==> src/rtl/debounce_pkg.sv <==
// rtl/debounce_pkg.sv - shared masks, defaults and parameter legality check for the button debouncer
package debounce_pkg;

    // Default tick divider: clk cycles per sample strobe.
    localparam int DEFAULT_TICK_DIV = 4;

    // Top dc bits of an l-bit register set.
    function automatic logic [31:0] or_mask(input int l, input int dc);
        logic [63:0] m;
        m = ((64'd1 << dc) - 64'd1) << (l - dc);
        return m[31:0];
    endfunction

    // Top dc+1 bits of an l-bit register set.
    function automatic logic [31:0] comp_mask(input int l, input int dc);
        logic [63:0] m;
        m = ((64'd1 << (dc + 1)) - 64'd1) << (l - dc - 1);
        return m[31:0];
    endfunction

    // Legal: DC_BITS+2 <= L <= 32, at least two synchroniser stages, hold of at least one tick.
    function automatic bit params_ok(input int l, input int dc, input int ss, input int ht);
        return (dc >= 0) && (l >= dc + 2) && (l <= 32) && (ss >= 2) && (ht >= 1);
    endfunction

endpackage

==> src/rtl/debounce_chan.sv <==
// rtl/debounce_chan.sv - one debounce channel: synchroniser, last-bounce shift registers, pulses, optional hold counter (BUTTON_DEBOUNCE_HOLD_EN)
module debounce_chan
    import debounce_pkg::*;
#(
    parameter int L           = 16,
    parameter int DC_BITS     = 3,
    parameter int SYNC_STAGES = 2,
    parameter int HOLD_TICKS  = 1000
) (
    input  logic clk,
    input  logic rst_n,
    input  logic tick,
    input  logic raw,
    output logic state,
    output logic press,
    output logic release_pulse,
    output logic hold
);

    localparam logic [L-1:0] OR_M   = L'(or_mask(L, DC_BITS));
    localparam logic [L-1:0] COMP_M = L'(comp_mask(L, DC_BITS));

    generate
        if (!params_ok(L, DC_BITS, SYNC_STAGES, HOLD_TICKS)) begin : g_bad_params
            $error("debounce_chan: illegal L/DC_BITS/SYNC_STAGES/HOLD_TICKS combination");
        end
    endgenerate

    logic [SYNC_STAGES-1:0] sync;
    logic                   s;
    logic [L-1:0]           sh_press;
    logic [L-1:0]           sh_release;
    logic                   press_hit;
    logic                   release_hit;

    assign s = sync[SYNC_STAGES-1];

    // Matches use the pre-update shift values; press wins if both ever matched.
    assign press_hit   = tick && (sh_press == COMP_M) && state;
    assign release_hit = tick && !press_hit && (sh_release == COMP_M) && !state;

    // Synchroniser chain; resets to "open" so a closed button reads as a fresh press.
    always_ff @(posedge clk or negedge rst_n) begin
        if (!rst_n) begin
            sync <= '1;
        end else begin
            sync <= {sync[SYNC_STAGES-2:0], raw};
        end
    end

    // Last-bounce shift registers, advanced only on tick; the all-1 fill is the preceding "one".
    always_ff @(posedge clk or negedge rst_n) begin
        if (!rst_n) begin
            sh_press   <= '1;
            sh_release <= '1;
        end else if (tick) begin
            sh_press   <= {sh_press[L-2:0], s} | OR_M;
            sh_release <= {sh_release[L-2:0], ~s} | OR_M;
        end
    end

    // Debounced level and single-cycle edge pulses.
    always_ff @(posedge clk or negedge rst_n) begin
        if (!rst_n) begin
            state         <= 1'b1;
            press         <= 1'b0;
            release_pulse <= 1'b0;
        end else begin
            press         <= press_hit;
            release_pulse <= release_hit;
            if (press_hit) begin
                state <= 1'b0;
            end else if (release_hit) begin
                state <= 1'b1;
            end
        end
    end

`ifdef BUTTON_DEBOUNCE_HOLD_EN
    localparam int             CW       = $clog2(HOLD_TICKS + 1);
    localparam logic [CW-1:0]  HOLD_MAX = CW'(HOLD_TICKS);

    logic [CW-1:0] cnt;

    // Long-press counter: saturates so hold fires once per press.
    always_ff @(posedge clk or negedge rst_n) begin
        if (!rst_n) begin
            cnt  <= '0;
            hold <= 1'b0;
        end else begin
            hold <= 1'b0;
            if (press_hit || release_hit) begin
                cnt <= '0;
            end else if (tick && !state && (cnt != HOLD_MAX)) begin
                cnt <= cnt + 1'b1;
                if (cnt == HOLD_MAX - 1'b1) begin
                    hold <= 1'b1;
                end
            end
        end
    end
`else
    assign hold = 1'b0;
`endif

endmodule

==> src/rtl/button_debounce.sv <==
// rtl/button_debounce.sv - N-channel active-low button debouncer; hold pulses only with BUTTON_DEBOUNCE_HOLD_EN
module button_debounce
    import debounce_pkg::*;
#(
    parameter int N           = 8,
    parameter int L           = 16,
    parameter int DC_BITS     = 3,
    parameter int SYNC_STAGES = 2,
    parameter int HOLD_TICKS  = 1000
) (
    input  logic         clk,
    input  logic         rst_n,
    input  logic         tick,
    input  logic [N-1:0] raw_in,
    output logic [N-1:0] state,
    output logic [N-1:0] press,
    output logic [N-1:0] release_pulse,
    output logic [N-1:0] hold
);

    // Channels are fully independent; one detector per input pin.
    for (genvar i = 0; i < N; i++) begin : g_chan
        debounce_chan #(
            .L           (L),
            .DC_BITS     (DC_BITS),
            .SYNC_STAGES (SYNC_STAGES),
            .HOLD_TICKS  (HOLD_TICKS)
        ) u_chan (
            .clk           (clk),
            .rst_n         (rst_n),
            .tick          (tick),
            .raw           (raw_in[i]),
            .state         (state[i]),
            .press         (press[i]),
            .release_pulse (release_pulse[i]),
            .hold          (hold[i])
        );
    end

endmodule

==> config.mk <==
export PLATFORM = sky130hd
export DESIGN_NAME = button_debounce
export DESIGN_NICKNAME = d
export VERILOG_FILES = /design/src/rtl/debounce_pkg.sv /design/src/rtl/debounce_chan.sv /design/src/rtl/button_debounce.sv
export SDC_FILE = /design/constraint.sdc
export NUM_CORES = 1
export LEC_CHECK = 0
export CAP_MARGIN = 20
export CORE_MARGIN = 2
export CORE_UTILIZATION = 45
export DETAILED_ROUTE_END_ITERATION = 8
export REMOVE_ABC_BUFFERS = 1
export SETUP_SLACK_MARGIN = 0.3
export SLEW_MARGIN = 5
export SYNTH_ARGS = -nofsm -noshare
export SYNTH_HDL_FRONTEND = slang
export SYNTH_SLANG_ARGS = --single-unit
==> constraint.sdc <==
create_clock -name clk -period 1.4 [get_ports clk]
set_input_delay 0.28 -clock clk [delete_from_list [all_inputs] [get_ports clk]]
set_output_delay 0.28 -clock clk [all_outputs]
set_load 0.01 [all_outputs]
==> metrics list <==
- The final-report hold violation count was 0.
* Worst setup path class: flop to output port
- Together, buffers and inverters on the worst path number 1.
* Die extent in y: 154.1 um
- Filler Cell Count: 1,738
- The largest single stage delay on the critical path is 0.54 ns.
- Arrival time at the worst endpoint: 1.17 ns
- The worst path in the final design needs a cycle of 1.449 ns, including I/O delays and setup.
- In this run the power density over the cells is 1961 nW/um2.
- In the final layout, the share of cells above drive strength 1 is 83.10%.
* Ranking of synthesized cells by area: dfstp_2 (60%), mux2_2 (22%), dfrtp_1 (3.9%), buf_4 (2.5%), buf_6 (2.4%)
* Kind of cell adding the most delay to the critical path: flip-flops
* First-pass detailed-route iteration total: 4
- Number of distinct standard cells referenced by the synthesized netlist: 20
* Number of max-cap violations: 0
* CTS Root Buffer Type: clkbuf_16
- The final layout contains routed wiring with a total length of 15,440 um.
- Placed Area: 10,740 um2
- Synthesis handed over a netlist of 627 instances.
- In this run the tool buffered the top-level ports with 34 buffer cells.
* Placed wire-length estimate: 9929 um
- The core region is 21,960 um2.
- Hold is met by 0.1528 ns.
- 0 antenna diodes ended up in the layout.
- Along the worst path, the maximum fanout reaches 2.
- Largest net degree at the start of global routing: 44
- Antenna Nets Post-Route: 0
* Vias in the first global route: 5,619
- Area enclosed by the die boundary: 23,760 um2
- In this run, CTS created clock tree buffers numbering 28.
- Yosys top cell area share: 60.10%
* P_leak: 4.711 nW
- The first routing iteration left 143 violations.
* Number of slew-limit violations in the final report: 0
- Summing over every cut layer, the via total after detailed routing is 5,031.
- STA classifies the critical path startpoint as a flop.
- Worst-path clk slew: 0.06 ns
* Growth of design area from synthesis to finish: 18.17%
- Static timing analysis puts the maximum clock frequency at 690.0 MHz.
- The signal on the critical path passes through buf_6.
- The initial utilization of the core area, before any placement, comes to 46.19%.
- Data required time at the worst endpoint: 1.12 ns
- Layout Nets: 693
- Slowest cell on the critical path: dfstp_2
* Run status: finished, violations left
- The first global-routing pass estimated 27,120 um of wire.
* Number of antenna violations at the first check in global routing: 0
- Syn Area/Cell: 16.18 um2
- Synth area leader: dfstp_2
- Horiz. Die Dim: 154.1 um
* Synth Cell Area: 10,140 um2
* Remaining routing DRC violations: 0
- Counting every sink on the clock net gives 248.
- Using the TritonRoute via totals, the vias-per-cell ratio works out to 5.113.
* # H-tree levels: 1
- After layout, the worst path uses 103.5% of the clock period.
- Setup violations remaining at the end of the flow were counted as 8.
- During I/O placement, the number of pins put on the boundary was 43.
- Violated checks: setup timing
* Total power after layout: 23.50 mW
- Setup slack on the critical path of the routed design comes to -0.04927 ns.
- Utilization of the core after routing: 54.59%
- For the final database, setup skew stands at 0.01250 ns.
* Drt wl/cell: 15.69 um
- The longest clock path from root to sink contains 3 buffers.
* Total number of yosys warnings: 0
- Setup repair after global routing missed its margin: yes
* TritonCTS clock tree: built
- Setup slack at placement: 0.04689 ns
* Seq/Total Area, Yosys: 64.04%
- Across every metal layer, demand over resource in global routing totals 13.53%.
* Clock latency on the worst-skew pair: 0.53 ns
* Total area of sequential cells: 6496 um2
- The synthesized design contains 248 register bits.
* Design area: 11,990 um2
- Critical path capture point type: output port
- Peak supply drop: 0.8696 mV
* Total number of placement rows: 54
- Aggregate global routing overflow: 0
- In the final layout, the multi-input gates occupy 3406 um2.
* Worst Hold Class: input port to flop
- The congestion estimate from routability-driven global placement came to 0.7295.
## report_power, final
group / total (mW) / switching, mW / internal (mW)
clock: 7.54 / 2.81 / 4.73
sequential: 12.8 / 1.86 / 10.9
combinational: 3.19 / 1.00 / 2.19
total: 23.5 / 5.67 / 17.8
## flip-flops by register name, summed over array words and instances, names as in the netlist
register and flops:
g_chan.u_chan.sync 16, g_chan.u_chan.sh_press 104, g_chan.u_chan.state 8, g_chan.u_chan.sh_release 104, g_chan.u_chan.press 8, g_chan.u_chan.release_pulse 8
## through the flow
step	cells	setup TNS, ns
2_1_floorplan	576	0
3_3_place_gp	928	0
3_5_place_dp	928	0
4_1_cts	982	-0.5264
5_1_grt	984	-0.6588
6_report	984	-0.3108
## cell usage in the layout (no fill, tap or decap), drive strengths merged
cell type      count
clkdlybuf4s50      8
clkinv             8
dfrtp             16
clkinvlp           2
a21oi              8
a21o               8
nor3               8
inv                8
dfstp            232
mux2             200
nand4              8
and4               8
and4bb             1
conb               8
bufinv             4
nor4              17
buf               66
nor4b             30
nor2              24
clkbuf            39
dlygate4sd3        1
## path summary, 6_finish.rpt
path / startpoint / end / slack, ns / cells after the start
worst min-delay path: raw_in[2] / g_chan[2].u_chan.sync[0] / 0.15 / 1
worst max register to register: g_chan[5].u_chan.sh_press[12] / g_chan[5].u_chan.state / 0.19 / 3
max in group asynchronous: rst_n / g_chan[1].u_chan.sh_release[2] / 0.53 / 3
min in group asynchronous: rst_n / g_chan[7].u_chan.press / 0.26 / 2
worst min register to register: g_chan[4].u_chan.sync[0] / g_chan[4].u_chan.sync[1] / 0.35 / 0
worst max-delay path: g_chan[2].u_chan.state / state[2] / -0.05 / 1
## cell usage after synthesis, drive strengths merged
cell and number:
dfrtp 16, and4 8, mux2 200, nor2 24
nand4 8, a21oi 8, buf 58, dfstp 232
inv 8, nor4b 30, a21o 8, and4bb 1
nor3 8, nor4 17, conb 1
## logic make-up (layout without fill, tap and decap cells)
kind of cell | count (synthesis) | after routing | synth area share [%]
mux | 200 | 200 | 22.20
buf+inv | 66 | 136 | 5.501
other cells | 1 | 8 | 0.03697
compound gates | 16 | 16 | 0.9868
flops | 248 | 248 | 64.04
simple gates | 96 | 96 | 7.228
## layout make-up
| class | instances | share of cell area [%] |
|---|---|---|
| flip-flops and latches | 248 | 54.20 |
| multi-input cells | 320 | 28.41 |
| clock buffers | 38 | 6.670 |
| repair buffers | 76 | 6.054 |
| well taps | 280 | 2.923 |
| clock inverters | 14 | 1.493 |
| inverters | 8 | 0.2505 |
## metal layers
| layer | global-route usage [%] | vias to the layer above | wire length (um) |
|---|---|---|---|
| met1 | 17.22 | 2605 | 6893 |
| met5 | 0 | - | 0 |
| met2 | 23.53 | 63 | 7623 |
| met4 | 3.694 | 0 | 381 |
| met3 | 2.818 | 31 | 543 |
| li1 | - | 2332 | - |
## repair_timing
| item | CTS | global route |
|---|---|---|
| resized for setup | 133 | 15 |
| endpoints found under the setup margin | 43 | 45 |
| setup buffers | 1 | 2 |
| endpoints found under the hold margin | 44 | 0 |
| pin swaps | 25 | 11 |
| hold buffers | 1 | 0 |
(Power assumes the default switching activity.)
